**config.mk**
```make
export PLATFORM = sky130hd
export DESIGN_NAME = simd_exec_pipe
export DESIGN_NICKNAME = d
export VERILOG_FILES = /design/src/rtl/simd_pkg.sv /design/src/rtl/simd_exec_pipe_alu.sv /design/src/rtl/simd_exec_pipe.sv
export SDC_FILE = /design/constraint.sdc
export NUM_CORES = 1
export LEC_CHECK = 0
export BUFFER_PORTS_ARGS = -buffer_cell sky130_fd_sc_hd__buf_2
export CAP_MARGIN = 15
export CORE_MARGIN = 3
export CORE_UTILIZATION = 45
export DETAILED_ROUTE_END_ITERATION = 6
export HOLD_SLACK_MARGIN = 0.12
export PLACE_DENSITY = 0.76
export SLEW_MARGIN = 20
export SYNTH_ARGS = -nofsm -noshare
export SYNTH_HDL_FRONTEND = slang
export SYNTH_HIERARCHICAL = 1
export SYNTH_SLANG_ARGS = --single-unit
```
**constraint.sdc**
```tcl
create_clock -name clk -period 7.89 [get_ports clk]
set_input_delay 1.578 -clock clk [delete_from_list [all_inputs] [get_ports clk]]
set_output_delay 1.578 -clock clk [all_outputs]
set_load 0.03 [all_outputs]
```
**src/rtl/simd_pkg.sv**
```systemverilog
// Shared definitions for the SIMD execution pipe: lane op encoding and default geometry.
package simd_pkg;

    localparam int unsigned LANES_DEF  = 8;
    localparam int unsigned LANE_W_DEF = 8;
    localparam int unsigned DEPTH_DEF  = 3;
    localparam int unsigned TAG_W_DEF  = 3;

    typedef enum logic [2:0] {
        OP_ADD  = 3'b000,
        OP_SUB  = 3'b001,
        OP_ADDS = 3'b010,
        OP_SUBS = 3'b011,
        OP_MAX  = 3'b100,
        OP_MIN  = 3'b101,
        OP_AND  = 3'b110,
        OP_PASS = 3'b111
    } simd_op_t;

endpackage

```
**src/rtl/simd_exec_pipe_alu.sv**
```systemverilog
// One unsigned SIMD lane: wrapping/saturating add-sub, max/min, and, pass-through.
module simd_lane_alu
    import simd_pkg::*;
#(
    parameter int unsigned LANE_W = LANE_W_DEF
) (
    input  logic [2:0]        op_i,
    input  logic [LANE_W-1:0] a_i,
    input  logic [LANE_W-1:0] b_i,
    output logic [LANE_W-1:0] result_o,
    output logic              sat_o
);

    logic [LANE_W:0] sum;
    logic [LANE_W:0] diff;

    always_comb begin
        sum      = {1'b0, a_i} + {1'b0, b_i};
        diff     = {1'b0, a_i} - {1'b0, b_i};
        result_o = '0;
        sat_o    = 1'b0;
        // Top bit of sum is the carry, top bit of diff is the borrow.
        case (simd_op_t'(op_i))
            OP_ADD:  result_o = sum[LANE_W-1:0];
            OP_SUB:  result_o = diff[LANE_W-1:0];
            OP_ADDS: begin
                if (sum[LANE_W]) begin
                    result_o = '1;
                    sat_o    = 1'b1;
                end else begin
                    result_o = sum[LANE_W-1:0];
                end
            end
            OP_SUBS: begin
                if (diff[LANE_W]) begin
                    result_o = '0;
                    sat_o    = 1'b1;
                end else begin
                    result_o = diff[LANE_W-1:0];
                end
            end
            OP_MAX:  result_o = (a_i >= b_i) ? a_i : b_i;
            OP_MIN:  result_o = (a_i <= b_i) ? a_i : b_i;
            OP_AND:  result_o = a_i & b_i;
            OP_PASS: result_o = a_i;
            default: result_o = '0;
        endcase
    end

endmodule

```
**src/rtl/simd_exec_pipe.sv**
```systemverilog
// Elastic DEPTH-stage SIMD execution pipe; results computed at stage 0, later stages only carry them.
module simd_exec_pipe
    import simd_pkg::*;
#(
    parameter int unsigned LANES  = LANES_DEF,
    parameter int unsigned LANE_W = LANE_W_DEF,
    parameter int unsigned DEPTH  = DEPTH_DEF,
    parameter int unsigned TAG_W  = TAG_W_DEF
) (
    input  logic                      clk,
    input  logic                      reset,
    input  logic                      in_valid,
    output logic                      in_ready,
    input  logic [2:0]                in_op,
    input  logic                      in_bcast,
    input  logic [LANES*LANE_W-1:0]   in_a,
    input  logic [LANES*LANE_W-1:0]   in_b,
    input  logic [TAG_W-1:0]          in_tag,
    input  logic                      flush,
    output logic                      out_valid,
    input  logic                      out_ready,
    output logic [LANES*LANE_W-1:0]   out_data,
    output logic [TAG_W-1:0]          out_tag,
    output logic                      out_sat,
    output logic [(1<<TAG_W)-1:0]     pending_mask,
    output logic                      busy
);

    localparam int unsigned W = LANES * LANE_W;

    logic [DEPTH-1:0] valid_q;
    logic [DEPTH-1:0] sat_q;
    logic [W-1:0]     data_q [DEPTH];
    logic [TAG_W-1:0] tag_q  [DEPTH];

    logic [DEPTH-1:0] ready;
    logic             full_tail;
    logic [W-1:0]     alu_res;
    logic [LANES-1:0] lane_sat;

    for (genvar i = 0; i < LANES; i++) begin : g_lane
        logic [LANE_W-1:0] b_lane;
        assign b_lane = in_bcast ? in_b[LANE_W-1:0] : in_b[i*LANE_W +: LANE_W];
        simd_lane_alu #(.LANE_W(LANE_W)) u_alu (
            .op_i     (in_op),
            .a_i      (in_a[i*LANE_W +: LANE_W]),
            .b_i      (b_lane),
            .result_o (alu_res[i*LANE_W +: LANE_W]),
            .sat_o    (lane_sat[i])
        );
    end

    // ready_k = !v_k | ready_(k+1) unrolled: stage k can move unless it and every later stage is full and the sink stalls.
    always_comb begin
        full_tail = 1'b1;
        ready     = '0;
        for (int unsigned i = 0; i < DEPTH; i++) begin
            full_tail              = full_tail & valid_q[DEPTH-1-i];
            ready[DEPTH-1-i]       = out_ready | !full_tail;
        end
    end

    assign in_ready = ready[0] & !flush;

    always_ff @(posedge clk or posedge reset) begin
        if (reset) begin
            valid_q <= '0;
            sat_q   <= '0;
            for (int unsigned k = 0; k < DEPTH; k++) begin
                data_q[k] <= '0;
                tag_q[k]  <= '0;
            end
        end else if (flush) begin
            valid_q <= '0;
        end else begin
            if (ready[0]) begin
                valid_q[0] <= in_valid;
                if (in_valid) begin
                    data_q[0] <= alu_res;
                    tag_q[0]  <= in_tag;
                    sat_q[0]  <= |lane_sat;
                end
            end
            for (int unsigned k = 1; k < DEPTH; k++) begin
                if (ready[k]) begin
                    valid_q[k] <= valid_q[k-1];
                    if (valid_q[k-1]) begin
                        data_q[k] <= data_q[k-1];
                        tag_q[k]  <= tag_q[k-1];
                        sat_q[k]  <= sat_q[k-1];
                    end
                end
            end
        end
    end

    assign out_valid = valid_q[DEPTH-1];
    assign out_data  = data_q[DEPTH-1];
    assign out_tag   = tag_q[DEPTH-1];
    assign out_sat   = sat_q[DEPTH-1];
    assign busy      = |valid_q;

    always_comb begin
        pending_mask = '0;
        for (int unsigned k = 0; k < DEPTH; k++) begin
            if (valid_q[k]) pending_mask[tag_q[k]] = 1'b1;
        end
    end

endmodule

```
==> summary.txt <==
Status: completed
Initial antenna violation count: 10
Die area: 47,700 um^2
Placed inst area: 21,000 um^2
Drt first pass iters: 5
Setup TNS: 0 ps
Chip Width: 218 um
Kind of cell adding the most delay to the critical path: compound AO/OA/AOI/OAI gates
WL/cell: 21.0 um
P per Cell Area: 233 nW/um^2
Final Skew: 25.2 ps
Largest net degree at the start of global routing: 139
Root buf cell: clkbuf_16
WL final: 60.4 mm
Initial Util: 45.7%
Area fraction of the dominant cell type after synthesis: 25.5%
Post-route antenna net violation count: 0
Period utilization: 71.0%
Commonest non-fill, non-tap cells in the layout: buf_2, inv_1, dfrtp_1
Worst hold path stage count: 1
Placer Congestion: 0.944
GRT met1 Usage: 32.6%
Sequential-to-total area share from yosys stat: 25.5%
Final Core Density: 49.2%
Cts repair resizes: 0
First-pass GRT wire length: 92.3 mm
Layout cells sized above 1: 26.5%
Sink Count: 207
Max cap viols: 0
Clk_lat worst skew: 560 ps
GRT met3 Usage: 4.16%
Buf/Inv on CP: 3
Critical-path maximum fanout: 38
Critical path class: input pin to register
Final Max Tran Viols: 0
Hold Startpoint: data_q[95]
GR Layer Usage met2: 39.3%
CTS tree: yes
Inserted Clock Buffers: 26
Critical path arrival: 6020 ps
Number of global-route vias before repair: 16,700
CTS Hold Bufs: 0
CP Launch Type: input pin
Global Route Usage Sum: 24.2%
Busiest grt layer: met2
Register area: 5180 um^2
Synth Instances: 2,176
Netlist cell types: 100
Final hold vios: 0
Finished Cell Area: 21,900 um^2
First DRT Iteration DRCs: 1,353
RSZ-0062 raised after global routing: false
Highest-delay cell along the critical path: o311ai_0
Net Count, Synth: 2,460
Reg-to-reg startpoint: valid_q[2]
FILL cells: 4,200
Post-synth EDFFs: 0
Via density: 6.01
Final nets: 2,545
Area leader, netlist: dfrtp_1
Clk buf depth: 3
Non-filler cells, final: 2,877
H-Tree Depth: 1
Site row count: 77
Area delta synth->final: 7.68%
Via count: 17,300
Synth Area per Inst: 9.33 um^2
Yosys warnings: 6
Worst path required time: 8310 ps
Cells after DPL: 2,825
Crit. End Element: register
Async set-reset flop share out of synthesis: 100%
IO buf count: 218
Hpwl dp: 43.9 mm
Worst Hold End: out_data[31]
Crit-path cells: buf_2 > nand2_1 > o21ai_0 > inv_1 > ha_1 > inv_1 > a21oi_1 > a21oi_1 > o311ai_0 > o21ai_0 > nor4_1 > nand2_1 > mux2_2
VDD IR max: 0.182 mV
Hold WC Path Type: register to register
Setup violators final: 0
DRC: 0
Final min period: 5600 ps
Pleak: 10.3 nW
Core area: 44,400 um^2
Die Height: 218 um
R2R depth: 4
Reg-to-reg endpoint: out_data[19]
Multi-input logic area: 13,100 um^2
Slew @ Worst Pin: 1090 ps
Flop-to-flop setup slack: 5390 ps
Max stage delay on crit path: 710 ps
Slew margin rel.: 27.5%
Synth area leaders: dfrtp_1, mux2_2, ha_1
Primary FF master, synth: dfrtp_1
CTS clk-pin slew, worst paths: 60 ps
#FFs+latches synth: 207
GRT overflow: 0
Post-CTS setup buffers: 0
IO Pins: 219
Mapped cell area: 20,300 um^2
Commonest non-fill, non-tap cell in the layout: buf_2
FMAX: 178 MHz
==> per-stage QoR <==
stage	setup WS [ps]	hold slack, ps	total power, W
after global placement	1960	482	0.00380
after CTS	2330	496	0.00511
after floorplan	660	475	0.00355
after global routing	1940	510	0.00537
final	2290	497	0.00509
after detailed placement	1770	486	0.00387
==> routing by layer <==
layer / up-vias / part of all wire, %
met5: - / 0.060
met4: 6 / 3.2
met3: 121 / 7.2
met2: 669 / 46
met1: 8485 / 44
li1: 8015 / -
==> worst register-to-register path, cell delays in order, from the launching register on <==
cell     delay [ps]
dfrtp_1         510
nor2b_4         250
or3b_4          530
buf_4           650
mux2_2          460
==> area by class of cell <==
cell class / count / share of cell area, %
clock inverters: 14 / 0.761
multi-input cells: 1588 / 59.9
inverters: 213 / 3.69
repair buffers: 225 / 5.26
diodes: 6 / 0.0687
well taps: 592 / 3.39
clock buffers: 32 / 3.22
flip-flops and latches: 207 / 23.7
==> flip-flops by register name (all words and copies together), names as in the netlist <==
register / flops
data_q: 128
valid_q: 3
out_data: 64
out_tag: 3
sat_q: 3
tag_q: 6
==> synth_stat cells (12+ instances only) <==
cell type and number:
inv_1 210, dfrtp_1 207, mux2_2 190, ha_1 128, nor2_1 125, o21ai_0 107
nand2_1 103, mux2i_1 91, a21oi_1 74, buf_4 71, xnor2_1 54, nand3_1 52
a211oi_1 45, buf_6 37, buf_2 36, nand2b_1 34, o22ai_1 33, a221o_1 31
a21o_1 29, nor2b_1 29, nor3_1 27, mux2_4 23, o211ai_1 23, clkbuf_1 20
xor2_1 20, a211o_1 16, fa_1 16, nand3b_1 16, o221ai_1 13, o21bai_1 12
or2_2 12
==> worst max-delay path by stage <==
stage / from / depth (start not counted) / slack [ps] / endpoint
floorplan: reset / 1 / 660 / data_q[100]
global placement: in_bcast / 13 / 1960 / sat_q[0]
detailed placement: in_bcast / 13 / 1770 / sat_q[0]
CTS: in_bcast / 13 / 2330 / sat_q[0]
global route: in_bcast / 13 / 1940 / sat_q[0]
finish: in_bcast / 13 / 2290 / sat_q[0]
==> power by group <==
group,switching (W),internal (W),leakage (nW)
registers,0.000249,0.00147,2.57
clock network,0.000486,0.000734,0.428
logic,0.00124,0.000908,7.27
==> cells by family (layout without fill, tap and decap cells) <==
logic type | Yosys count | count (layout) | share of synthesized area [%]
adders and majority gates | 144 | 144 | 9.47
buffers and inverters | 381 | 484 | 10.0
xor gates and xnor gates | 74 | 74 | 3.19
AOI/OAI and AO/OA | 562 | 562 | 21.8
muxes | 307 | 307 | 16.9
other | 0 | 6 | 0
and+or+nand+nor | 501 | 501 | 13.1
DFF | 207 | 207 | 25.5
Power figures use the tool's default switching activity.
